**config.mk**
```make
export PLATFORM = sky130hd
export DESIGN_NAME = branch_unit_bp_flat
export DESIGN_NICKNAME = d
export VERILOG_FILES = /design/src/rtl/branch_pkg.sv /design/src/rtl/branch_unit_bp_if.sv /design/src/rtl/bp_bht.sv /design/src/rtl/branch_unit_bp.sv /design/src/flat_wrapper.sv
export SDC_FILE = /design/constraint.sdc
export NUM_CORES = 1
export LEC_CHECK = 0
export CAP_MARGIN = 10
export CORE_MARGIN = 3
export CORE_UTILIZATION = 42
export DETAILED_ROUTE_END_ITERATION = 10
export DONT_BUFFER_PORTS = 1
export GPL_TIMING_DRIVEN = 1
export PLACE_DENSITY_LB_ADDON = 0.15
export SKIP_LAST_GASP = 1
export SYNTH_ARGS = -nofsm -noshare
export SYNTH_HDL_FRONTEND = slang
export SYNTH_SLANG_ARGS = --single-unit
```
**constraint.sdc**
```tcl
create_clock -name clk -period 7.1 [get_ports clk]
set_input_delay 1.065 -clock clk [delete_from_list [all_inputs] [get_ports clk]]
set_output_delay 1.065 -clock clk [all_outputs]
set_load 0.005 [all_outputs]
```
**src/rtl/branch_pkg.sv**
```systemverilog
// branch_pkg: branch codes, code type and decode helpers shared by the branch unit
package branch_pkg;
  typedef logic [2:0] br_code_t;
  localparam br_code_t BR_NONE = 3'd0;
  localparam br_code_t BR_JAL  = 3'd1;
  localparam br_code_t BR_JALR = 3'd2;
  localparam br_code_t BR_EQ   = 3'd4;
  localparam br_code_t BR_NE   = 3'd5;
  localparam br_code_t BR_LT   = 3'd6;
  localparam br_code_t BR_GE   = 3'd7;
  function automatic logic is_cond(br_code_t c);
    return c[2];
  endfunction
  function automatic logic is_legal(br_code_t c);
    return c != 3'd3;
  endfunction
endpackage

```
**src/rtl/branch_unit_bp_if.sv**
```systemverilog
// branch_unit_bp_if: IFU lookup, EXU resolve and status signals; master = pipeline side, slave = branch unit
interface branch_unit_bp_if #(
  parameter int XLEN   = 32,
  parameter int PERF_W = 32
);
  logic [XLEN-1:0]        lookup_pc;
  logic                   lookup_taken;
  logic                   res_valid;
  logic [XLEN-1:0]        res_pc;
  branch_pkg::br_code_t   res_branch;
  logic                   res_zero;
  logic                   res_less;
  logic                   res_pred_taken;
  logic                   pc_a_src;
  logic                   pc_b_src;
  logic                   mispredict;
  logic                   flush;
  logic                   err;
  logic [PERF_W-1:0]      br_cnt;
  logic [PERF_W-1:0]      mis_cnt;
  modport master (
    output lookup_pc, res_valid, res_pc, res_branch, res_zero, res_less, res_pred_taken,
    input  lookup_taken, pc_a_src, pc_b_src, mispredict, flush, err, br_cnt, mis_cnt
  );
  modport slave (
    input  lookup_pc, res_valid, res_pc, res_branch, res_zero, res_less, res_pred_taken,
    output lookup_taken, pc_a_src, pc_b_src, mispredict, flush, err, br_cnt, mis_cnt
  );
endinterface

```
**src/rtl/bp_bht.sv**
```systemverilog
// bp_bht: saturating-counter table; rd_* async lookup of counter MSB, up_* saturating update
module bp_bht #(
  parameter int BHT_ENTRIES = 16,
  parameter int CNT_BITS    = 2,
  localparam int IDXW       = $clog2(BHT_ENTRIES)
) (
  input  logic            clk,
  input  logic            rst,
  input  logic [IDXW-1:0] rd_idx,
  output logic            rd_taken,
  input  logic            up_en,
  input  logic [IDXW-1:0] up_idx,
  input  logic            up_taken
);
  localparam logic [CNT_BITS-1:0] INIT = (CNT_BITS)'((1 << (CNT_BITS - 1)) - 1);
  logic [CNT_BITS-1:0] cnt [BHT_ENTRIES];
  logic [CNT_BITS-1:0] cur, nxt;
  always_comb begin
    cur = cnt[up_idx];
    nxt = up_taken ? (&cur ? cur : cur + 1'b1) : (|cur ? cur - 1'b1 : cur);
  end
  assign rd_taken = cnt[rd_idx][CNT_BITS-1];
  always_ff @(posedge clk) begin
    if (rst) begin
      for (int i = 0; i < BHT_ENTRIES; i++) cnt[i] <= INIT;
    end else if (up_en) begin
      cnt[up_idx] <= nxt;
    end
  end
endmodule

```
**src/rtl/branch_unit_bp.sv**
```systemverilog
// branch_unit_bp: branch resolve, PC-select, BHT prediction, mispredict/flush, sticky err, perf counters
module branch_unit_bp
  import branch_pkg::*;
#(
  parameter int XLEN        = 32,
  parameter int BHT_ENTRIES = 16,
  parameter int CNT_BITS    = 2,
  parameter int PERF_W      = 32
) (
  input logic             clk,
  input logic             rst,
  branch_unit_bp_if.slave bus
);
  localparam int IDXW = $clog2(BHT_ENTRIES);
  br_code_t code;
  logic taken, cond, legal, upd;
  logic unused_pc_bits;
  always_comb begin
    code  = bus.res_branch;
    cond  = is_cond(code);
    legal = is_legal(code);
    taken = code == BR_NONE ? 1'b0 :
            (code == BR_JAL || code == BR_JALR) ? 1'b1 :
            code == BR_EQ ? bus.res_zero :
            code == BR_NE ? ~bus.res_zero :
            code == BR_LT ? bus.res_less :
            code == BR_GE ? ~bus.res_less : 1'b0;
    upd   = bus.res_valid & cond & legal;
  end
  assign bus.pc_a_src   = bus.res_valid & ~rst & taken & legal;
  assign bus.pc_b_src   = bus.res_valid & ~rst & (code == BR_JALR);
  assign bus.mispredict = bus.res_valid & cond & (taken != bus.res_pred_taken);
  assign unused_pc_bits = ^{bus.res_pc[XLEN-1:IDXW+2], bus.res_pc[1:0],
                            bus.lookup_pc[XLEN-1:IDXW+2], bus.lookup_pc[1:0]};
  bp_bht #(.BHT_ENTRIES(BHT_ENTRIES), .CNT_BITS(CNT_BITS)) u_bht (
    .clk      (clk),
    .rst      (rst),
    .rd_idx   (bus.lookup_pc[IDXW+1:2]),
    .rd_taken (bus.lookup_taken),
    .up_en    (upd),
    .up_idx   (bus.res_pc[IDXW+1:2]),
    .up_taken (taken)
  );
  always_ff @(posedge clk) begin
    if (rst) begin
      bus.flush   <= 1'b0;
      bus.err     <= 1'b0;
      bus.br_cnt  <= '0;
      bus.mis_cnt <= '0;
    end else begin
      bus.flush <= bus.mispredict;
      if (bus.res_valid && !legal) bus.err <= 1'b1;
      if (upd) bus.br_cnt <= bus.br_cnt + 1'b1;
      if (bus.mispredict) bus.mis_cnt <= bus.mis_cnt + 1'b1;
    end
  end
endmodule

```
**src/flat_wrapper.sv**
```systemverilog
// flat-port wrapper written by rule: the top's interface ports become plain ports
module branch_unit_bp_flat import branch_pkg::*;
#(
  parameter int XLEN        = 32,
  parameter int BHT_ENTRIES = 16,
  parameter int CNT_BITS    = 2,
  parameter int PERF_W      = 32
)
  (clk, rst, bus_lookup_pc, bus_res_valid, bus_res_pc, bus_res_branch, bus_res_zero, bus_res_less, bus_res_pred_taken, bus_lookup_taken, bus_pc_a_src, bus_pc_b_src, bus_mispredict, bus_flush, bus_err, bus_br_cnt, bus_mis_cnt);
  branch_unit_bp_if #(.XLEN(XLEN), .PERF_W(PERF_W)) bus_i ();
  input logic clk;
  input logic rst;
  input wire logic [$bits(bus_i.lookup_pc)-1:0] bus_lookup_pc;
  input wire logic [$bits(bus_i.res_valid)-1:0] bus_res_valid;
  input wire logic [$bits(bus_i.res_pc)-1:0] bus_res_pc;
  input wire logic [$bits(bus_i.res_branch)-1:0] bus_res_branch;
  input wire logic [$bits(bus_i.res_zero)-1:0] bus_res_zero;
  input wire logic [$bits(bus_i.res_less)-1:0] bus_res_less;
  input wire logic [$bits(bus_i.res_pred_taken)-1:0] bus_res_pred_taken;
  output wire logic [$bits(bus_i.lookup_taken)-1:0] bus_lookup_taken;
  output wire logic [$bits(bus_i.pc_a_src)-1:0] bus_pc_a_src;
  output wire logic [$bits(bus_i.pc_b_src)-1:0] bus_pc_b_src;
  output wire logic [$bits(bus_i.mispredict)-1:0] bus_mispredict;
  output wire logic [$bits(bus_i.flush)-1:0] bus_flush;
  output wire logic [$bits(bus_i.err)-1:0] bus_err;
  output wire logic [$bits(bus_i.br_cnt)-1:0] bus_br_cnt;
  output wire logic [$bits(bus_i.mis_cnt)-1:0] bus_mis_cnt;
  assign bus_i.lookup_pc = bus_lookup_pc;
  assign bus_i.res_valid = bus_res_valid;
  assign bus_i.res_pc = bus_res_pc;
  assign bus_i.res_branch = bus_res_branch;
  assign bus_i.res_zero = bus_res_zero;
  assign bus_i.res_less = bus_res_less;
  assign bus_i.res_pred_taken = bus_res_pred_taken;
  assign bus_lookup_taken = bus_i.lookup_taken;
  assign bus_pc_a_src = bus_i.pc_a_src;
  assign bus_pc_b_src = bus_i.pc_b_src;
  assign bus_mispredict = bus_i.mispredict;
  assign bus_flush = bus_i.flush;
  assign bus_err = bus_i.err;
  assign bus_br_cnt = bus_i.br_cnt;
  assign bus_mis_cnt = bus_i.mis_cnt;
  branch_unit_bp #(.XLEN(XLEN), .BHT_ENTRIES(BHT_ENTRIES), .CNT_BITS(CNT_BITS), .PERF_W(PERF_W)) u_core (.clk(clk), .rst(rst), .bus(bus_i));
endmodule
```
# Word-level counts from Yosys, hierarchy flattened
# Memories as Yosys holds them, arrays and structs flattened.
# Index checks and enable logic that the tools add are counted.
[word_totals]
latchBits = 0
memories = 1
ff_bits = 66
ramBits = 32
rom_bits = 0
[classes]
div_mod_pow = 0
n_addsub = 4
mul = 0
mux = 17
n_reduce_logical = 7
eq_ne = 8
bitwise_logic = 10
shift = 0
n_lt_le_gt_ge = 0
[memory_table]
columns = ["memory", "depth", "word_bits", "read_ports", "rd_ports_with_merged_regs", "wr", "line_no", "rtl"]
rows = [
  ["u_core.u_bht.cnt", 16, 2, 2, 0, 16, "bp_bht.sv:16", "logic [CNT_BITS-1:0] cnt [BHT_ENTRIES];"],
]
[op_table]
columns = ["operator", "n"]
rows = [
  ["adder 32 x 1 -> 32 bit, second input constant", 2],
  ["== test 3 bit, second input constant", 4],
  ["two-way mux 1 bit", 12],
  ["two-way mux 2 bit", 4],
  ["bitwise AND 1 bit", 7],
  ["two-way mux 4 bit", 1],
  ["OR reduction 2 bit", 2],
  ["== test 3 x 1 -> 1 bit, second input constant", 1],
  ["== test 3 x 2 -> 1 bit, second input constant", 1],
  ["zero test 3 bit", 1],
  ["!= test 3 x 2 -> 1 bit, second input constant", 1],
  ["NOT 1 bit", 3],
  ["adder 2 x 1 -> 2 bit, second input constant", 1],
  ["AND reduction 2 bit", 1],
  ["subtractor 2 x 1 -> 2 bit, second input constant", 1],
  ["logical AND 1 bit", 1],
  ["zero test 1 bit", 1],
  ["logical OR 1 bit", 1],
  ["!= test 1 bit", 1],
]

# Longest topological paths before layout
# Gate-level depths: netlist of run 1.
[logic_depth]
ltp_word = 9
depth_mapped = 8
ltp_nobuf = 6

# Modules after synthesis
# From an unflattened synthesis of run 1, not the netlist that was laid out.
[hier_totals]
hier_cells = 530
hier_area_um2 = 4989.8
[modules_own_cells]
columns = ["mod", "cells_per_inst", "n_inst", "area_per_inst_um2", "seq_area_each_um2"]
rows = [
  ["branch_unit_bp", 383, 1, 3166.8, 1321.3],
  ["bp_bht", 147, 1, 1823.0, 960.9],
]

# Worst setup path after synthesis of run 1
# Ideal clock, no wire load.
[synth_path]
path_kind = "input to register"
from = "in bus_res_pc[2]"
to = "mem u_core.u_bht.cnt[8][0], data pin"
required_ps = 6801
cell_stages = 7
n_path_buf = 2
setup_slack_ps = 4010
setup_time_ps = 299
arrival_time_ps = 2790
path_cell_list = "buf_2 -> mux4_2 -> a22oi_1 -> and3_1 -> maj3_1 -> clkbuf_1 -> nand3_1"
[synth_lines]
columns = ["element", "line_no", "rtl"]
rows = [
  ["start: declaration", "flat_wrapper.sv:15", "input wire logic [$bits(bus_i.res_pc)-1:0] bus_res_pc;"],
  ["end: declaration", "bp_bht.sv:16", ""],
]

# Worst setup path after layout of run 1
[layout_path]
from = "in bus_res_branch[2]"
to = "out bus_mispredict"
[layout_via]
elab_chain_len = 9
elab_cells_between_ends = 17
classes_between = "7 x eq/ne; 6 x mux; 2 x bitwise; 2 x reduce/logical"
[layout_rtl]
columns = ["element", "line_no", "rtl"]
rows = [
  ["start: declaration", "flat_wrapper.sv:16", "input wire logic [$bits(bus_i.res_branch)-1:0] bus_res_branch;"],
  ["== test 3 bit", "branch_unit_bp.sv:27", "code == BR_GE ? ~bus.res_less : 1'b0;"],
  ["two-way mux 1 bit", "branch_unit_bp.sv:27", ""],
  ["two-way mux 1 bit", "branch_unit_bp.sv:26", "code == BR_LT ? bus.res_less :"],
  ["two-way mux 1 bit", "branch_unit_bp.sv:25", "code == BR_NE ? ~bus.res_zero :"],
  ["two-way mux 1 bit", "branch_unit_bp.sv:24", "code == BR_EQ ? bus.res_zero :"],
  ["two-way mux 1 bit", "branch_unit_bp.sv:23", "(code == BR_JAL || code == BR_JALR) ? 1'b1 :"],
  ["two-way mux 1 bit", "branch_unit_bp.sv:22", "taken = code == BR_NONE ? 1'b0 :"],
  ["!= test 1 bit", "branch_unit_bp.sv:32", "assign bus.mispredict = bus.res_valid & cond & (taken != bus.res_pred_taken);"],
  ["bitwise AND 1 bit (*)", "branch_unit_bp.sv:32", ""],
  ["end: declaration", "flat_wrapper.sv:23", "output wire logic [$bits(bus_i.mispredict)-1:0] bus_mispredict;"],
]
# Mark *: on every way between the ends. The rest lies on a longest branch, timed or not.

==> metrics.md, run 1 <==
| Metric | Value |
|---|---|
| Final Cell Area | 5160 um^2 |
| Final Skew | 0.00612 ns |
| Slowest CP cell | xor3_2 |
| Initial antenna violation count | 0 |
| Type of origin of the critical path | input port |
| Routed WL | 10.4 mm |
| Chip width | 113 um |
| Hold WS | 0.501 ns |
| Layout cells sized above 1 | 0.0941 |
| Clock edge transition at the registers on the reported setup and hold paths | 0.07 ns |
| Global Route Usage Sum | 0.165 |
| Via count | 3,502 |
| Initial DRT Pass Iterations | 4 |
| DRC Markers | 0 |
| Core area | 11,000 um^2 |
| Final nets | 559 |
| Most frequent cells in the layout | nor2_1, dfxtp_1, nand2_1 |
| Fin. max-slew vios | 0 |
| Min-delay src | u_core.bus.mis_cnt[31] |
| Die height | 113 um |
| # IOs | 143 |
| Peak supply drop | 0.101 mV |
| TritonCTS clock tree | done |
| Hold buffer count at CTS | 0 |
| Crit Path Max Fanout | 19 |
| Starting Density | 0.435 |
| Crit. End Element | primary output |
| Max clock buf depth | 2 |
| Setup TNS | 0 ns |
| WP data arrival | 2.16 ns |
| Overflow after GRT | 0 |
| Vias in the first global route | 3,350 |
| Status | finished clean |
| TritonCTS Buffers | 9 |
| Setup Fix Bufs, Post-CTS | 0 |
| Hold Path Depth | 2 |
| Leakage | 1.68 nW |
| Seq/Total Area, Yosys | 0.475 |
| Final core utilization | 0.468 |
| Max cap viols | 0 |
| Reg2reg start | u_core.bus.mis_cnt[4] |
| GP Congestion | 0.730 |
| Internal power | 0.000894 W |
| Synth Warn # | 0 |
| Post-Syn Nets | 574 |
| Commonest non-fill, non-tap cell in the layout | nor2_1 |
| Final Hold Fails | 0 |
| Slew HR | 0.298 |
| Logic gate share of total power | 0.048 |
| Number of routed nets with antenna violations | 0 |
| Vias per cell | 5.57 |
| First-pass GRT wire length | 17.0 mm |
| Mapped Area | 4800 um^2 |
| Die area | 12,800 um^2 |
| Post-synthesis instance total | 499 |
| Flops & latches, synth | 98 |
| CTS sink cnt | 98 |
| Post-cts resize count | 0 |
| Post-Place Cells | 613 |
| CP cell instances | a21oi_1, a31oi_1, xor3_2, nand2_1, inv_1 |
| Asr flop ratio synth | 0 |
| H-tree depth | 3 |
| Worst reg2reg path endpoint | u_core.bus.mis_cnt[20] |
| R2R cell count | 6 |
| Flop pwr share | 0.516 |
| Starting DRC count in detailed routing | 232 |
| EDFF count, synth | 32 |
| Crit path kind | input port to primary output |
| Largest net degree at the start of global routing | 87 |
| Fmax | 310 MHz |
| Worst-Skew Late Latency | 0.34 ns |
| Layout area overhead | 7.37% |
| Switching Share | 0.215 |
| Avg Cell Area, Syn | 9.63 um^2 |
| RSZ-0062 raised after global routing | false |
| HP Class | flop to flop |
| Placed inst area | 4850 um^2 |
| Clock share of power | 0.436 |
| WL/cell | 16.5 um |
| Buffers on Ports | 0 |
| Final setup fails | 0 |
| Row count | 38 |
| PD cells | 221 nW/um^2 |
| Post-route non-filler standard cell count | 629 |
| Synth Flop Type | dfxtp_1 |
| Hold path endpoint | u_core.bus.mis_cnt[31] |
| DP HPWL | 7.07 mm |
| Crit path time final | 3.22 ns |
| Worst EP required | 6.03 ns |
| # diodes | 0 |
| Least-Margin Pin Slew | 1.04 ns |
| Root Driver | clkbuf_16 |
| Fin crit share | 0.454 |
| Max stage delay on crit path | 0.49 ns |
| Net Sw Power | 0.000244 W |
| Internal reg-to-reg setup slack | 4.45 ns |
| CP Launch Point | bus_res_branch[2] |
| Yosys cell types | 46 |
## through the flow
| stage | setup slack (ns) | power (W) |
|---|---|---|
| 6_report | 3.88 | 0.00114 |
| 5_1_grt | 3.72 | 0.00118 |
| 4_1_cts | 3.85 | 0.00115 |
| 3_5_place_dp | 3.85 | 0.000656 |
| 3_3_place_gp | 3.87 | 0.000655 |
| 2_1_floorplan | 4.01 | 0.000653 |
## sequential cells by signal (all words and copies together) (netlist names)
| name | cells |
|---|---|
| u_core.bus.mis_cnt | 32 |
| u_core.bus.flush | 1 |
| u_core.u_bht.cnt | 32 |
| u_core.bus.err | 1 |
| u_core.bus.br_cnt | 32 |
## per-layer routing
| layer | GRT usage | share of wire | up-vias |
|---|---|---|---|
| met5 | 0 | 0 | - |
| met2 | 0.271 | 0.47 | 85 |
| met4 | 0.0697 | 0.018 | 0 |
| met1 | 0.197 | 0.43 | 1663 |
| li1 | - | - | 1741 |
| met3 | 0.0594 | 0.080 | 13 |
## cell type report
type                       count  area, um^2
clock buffer                  14         295
clock inverter                 2        15.0
fill                        1085        5870
inverter                      11        41.3
multi-input combinational    364        2350
sequential                    98        2280
tap                          140         175
## kinds of logic after synthesis
logic type / share of synthesized area
AO/OA/AOI/OAI: 0.0479
XOR/XNOR: 0.0891
adder cells (fa/ha/maj): 0.00938
buffers and inverters: 0.0359
flip-flops: 0.475
multiplexers: 0.0610
AND/OR/NAND/NOR: 0.282
## synth_stat cells (11+ instances only)
| cell type | instances | area share |
|---|---|---|
| nand4_1 | 24 | 0.031 |
| xor2_1 | 30 | 0.055 |
| mux4_2 | 13 | 0.061 |
| nand2_1 | 41 | 0.032 |
| edfxtp_1 | 32 | 0.20 |
| a21oi_1 | 20 | 0.021 |
| clkbuf_1 | 17 | 0.013 |
| xnor2_1 | 16 | 0.029 |
| dfxtp_1 | 66 | 0.28 |
| and3_1 | 14 | 0.018 |
| o21ai_0 | 13 | 0.014 |
| nand3_1 | 26 | 0.027 |
| nor2_1 | 73 | 0.057 |
| nand2b_1 | 13 | 0.017 |
| nor3_1 | 12 | 0.013 |
| or3_1 | 11 | 0.014 |
| inv_1 | 11 | 0.0086 |
## worst max-delay path, delay by kind of cell
family | cells | cell delay [ns]
buffers and inverters | 1 | 0.11
AND/OR/NAND/NOR | 1 | 0.20
XOR/XNOR | 1 | 0.49
AO/OA/AOI/OAI | 2 | 0.28
## power by group through the flow
stage / clock network [W] / logic (W) / registers (W)
floorplan: 0 / 0.0000542 / 0.000599
global placement: 0 / 0.0000547 / 0.000601
detailed placement: 0 / 0.0000555 / 0.000601
CTS: 0.000508 / 0.0000556 / 0.000588
global route: 0.000532 / 0.0000606 / 0.000588
finish: 0.000496 / 0.0000545 / 0.000588
## worst max path at each step
stage / endpoint
final: bus_mispredict
after global routing: bus_mispredict
after CTS: bus_mispredict
after detailed placement: bus_mispredict
after global placement: bus_mispredict
after floorplan: u_core.u_bht.cnt[8][0]
Power figures use the tool's default switching activity.
==> run 2: changes to the inputs <==
==> constraint.sdc (replaced) <==
create_clock -name clk -period 2.9 [get_ports clk]
set_input_delay 0.435 -clock clk [delete_from_list [all_inputs] [get_ports clk]]
set_output_delay 0.435 -clock clk [all_outputs]
set_load 0.005 [all_outputs]
==> metrics.md, run 2 (synthesized netlist as in run 1, its figures left out) <==
| Metric | Value |
|---|---|
| Hold buffer count at CTS | 0 (unchanged) |
| DRC Markers | 0 (unchanged) |
| CP top delay family | simple AND/OR/NAND/NOR gates |
| CTS sink cnt | 98 (unchanged) |
| Final Hold Fails | 0 (unchanged) |
| Worst EP required | 3.17 ns (-2.86 ns) |
| Crit path time final | 2.61 ns |
| Hold Path Depth | 1 (-1) |
| Clock share of power | 0.428 (-0.008) |
| HP Class | input port to flop |
| Slew HR | 0.559 (+0.261) |
| Status | finished clean |
| Starting DRC count in detailed routing | 233 (+0.43%) |
| Final setup fails | 0 (unchanged) |
| Fmax | 383 MHz |
| Row count | 38 (unchanged) |
| Logic gate share of total power | 0.053 (+0.005) |
| Global Route Usage Sum | 0.170 (+0.00430) |
| Stages on worst setup path | 6 (+1) |
| Layout area overhead | 8.31% |
| H-tree depth | 3 (unchanged) |
| R2R cell count | 6 (unchanged) |
| Crit Path Max Fanout | 12 (-7) |
| CP cell instances | nand4_2, or4_4, nor4_4, nand4_1, or3_2, a21oi_1 |
| RSZ-0062 raised after global routing | false |
| PD cells | 532 nW/um^2 (+140%) |
| TritonCTS clock tree | done |
| Fin. max-slew vios | 0 (unchanged) |
| Peak supply drop | 0.345 mV (+240%) |
| Vias per cell | 5.49 (-1.4%) |
| GP Congestion | 0.737 (+0.93%) |
| Switching Share | 0.215 (+0.000482) |
| Final nets | 566 (+1.3%) |
| Slowest CP cell | or3_2 |
| Layout cells sized above 1 | 0.107 (+0.0128) |
| # IOs | 143 (unchanged) |
| Setup TNS | 0 ns (unchanged) |
| Internal power | 0.00217 W (+140%) |
| Starting Density | 0.435 (unchanged) |
| Largest net degree at the start of global routing | 87 (unchanged) |
| # diodes | 0 (unchanged) |
| Die area | 12,800 um^2 (unchanged) |
| Max clock buf depth | 2 (unchanged) |
| Flop pwr share | 0.520 (+0.004) |
| Via count | 3,493 (-0.26%) |
| Initial DRT Pass Iterations | 4 (unchanged) |
| Setup Fix Bufs, Post-CTS | 0 (unchanged) |
| Post-cts resize count | 0 (unchanged) |
| Worst-Skew Late Latency | 0.34 ns (about the same) |
| Final Total Pwr | 0.00277 W (+140%) |
| Critical path buffer and inverter count | 0 (-1) |
| First-pass GRT wire length | 17.3 mm (+1.9%) |
| Die height | 113 um (unchanged) |
| Vias in the first global route | 3,502 (+4.5%) |
| Overflow after GRT | 0 (unchanged) |
| Max stage delay on crit path | 0.59 ns (+0.10 ns) |
| Crit. End Element | flop |
| Root Driver | clkbuf_16 |
| DP HPWL | 7.26 mm (+2.8%) |
| Number of routed nets with antenna violations | 0 (unchanged) |
| Most frequent cells in the layout | nor2_1, dfxtp_1, nand2_1 |
| Final Skew | 0.00699 ns (+0.000872 ns) |
| Crit path kind | flop to flop |
| Type of origin of the critical path | flop |
| Chip width | 113 um (unchanged) |
| Initial antenna violation count | 0 (unchanged) |
| Leakage | 1.71 nW (+1.7%) |
| TritonCTS Buffers | 9 (unchanged) |
| Clock edge transition at the registers on the reported setup and hold paths | 0.07 ns (about the same) |
| Routed WL | 10.5 mm (+1.1%) |
| Least-Margin Pin Slew | 0.656 ns (-0.382 ns) |
| WL/cell | 16.5 um (about the same) |
| Largest registers | u_core.bus.br_cnt (32), u_core.bus.mis_cnt (32), u_core.u_bht.cnt (32) |
| Buffers on Ports | 0 (unchanged) |
| Commonest non-fill, non-tap cell in the layout | nor2_1 |
| Core area | 11,000 um^2 (unchanged) |
| Max cap viols | 0 (unchanged) |
| Net Sw Power | 0.000596 W (+140%) |
| Fin crit share | 0.901 |
| WP data arrival | 2.88 ns (+0.72 ns) |
-- run 2: cell types whose count changed in the layout (fill, tap and decap cells not counted), sizes merged --
cell / change
clkinv: +1
clkbuf: -1
clkinvlp: +1
buf: +7
inv: -1
-- run 2: area by class of cell --
cell class	count	area, um^2
inverters	11	41.3
fillers	1081	5830
clock inverters	3	21.3
flip-flops and latches	98	2280
multi-input cells	364	2350
well taps	140	175
repair buffers	7	52.6
clock buffers	13	282
-- run 2: worst register-to-register path, stage by stage (launching register included) --
cell and delay [ns]:
dfxtp_1 0.44, nand4_2 0.20, or4_4 0.58, nor4_4 0.19, nand4_1 0.41, or3_2 0.59, a21oi_1 0.14
-- run 2: power groups by stage --
stage | clock network [W] | logic (W) | registers, W
floorplan | 0 | 0.000133 | 0.00147
global placement | 0 | 0.000145 | 0.00147
detailed placement | 0 | 0.000147 | 0.00147
CTS | 0.00123 | 0.000147 | 0.00144
global route | 0.00128 | 0.000160 | 0.00144
finish | 0.00118 | 0.000145 | 0.00144
-- run 2: routing by layer --
layer	GRT usage	share of wire	vias up
met5	0	0	-
met4	0.0481	0.011	0
met3	0.0658	0.080	11
met2	0.276	0.47	70
met1	0.210	0.44	1659
li1	-	-	1753
-- run 2: metrics by stage --
step | worst slack [ns] | hold WS, ns | area (um^2) | instances | util
5_1_grt | 0.0591 | 0.144 | 5200 | 636 | 0.472
2_1_floorplan | 0.440 | 0.461 | 4800 | 499 | -
3_5_place_dp | 0.270 | 0.496 | 4900 | 620 | 0.444
6_report | 0.288 | 0.194 | 5200 | 636 | 0.472
4_1_cts | 0.243 | 0.148 | 5200 | 636 | 0.472
3_3_place_gp | 0.306 | 0.484 | 4900 | 620 | 0.444
-- run 2: path summary, 6_finish.rpt --
kind	from	end	slack (ns)
worst min-delay path	rst	u_core.bus.mis_cnt[22]	0.19
worst max register to register	u_core.bus.mis_cnt[4]	u_core.bus.mis_cnt[24]	0.29
worst max-delay path	u_core.bus.mis_cnt[4]	u_core.bus.mis_cnt[24]	0.29
worst min register to register	u_core.bus.err	u_core.bus.err	0.51
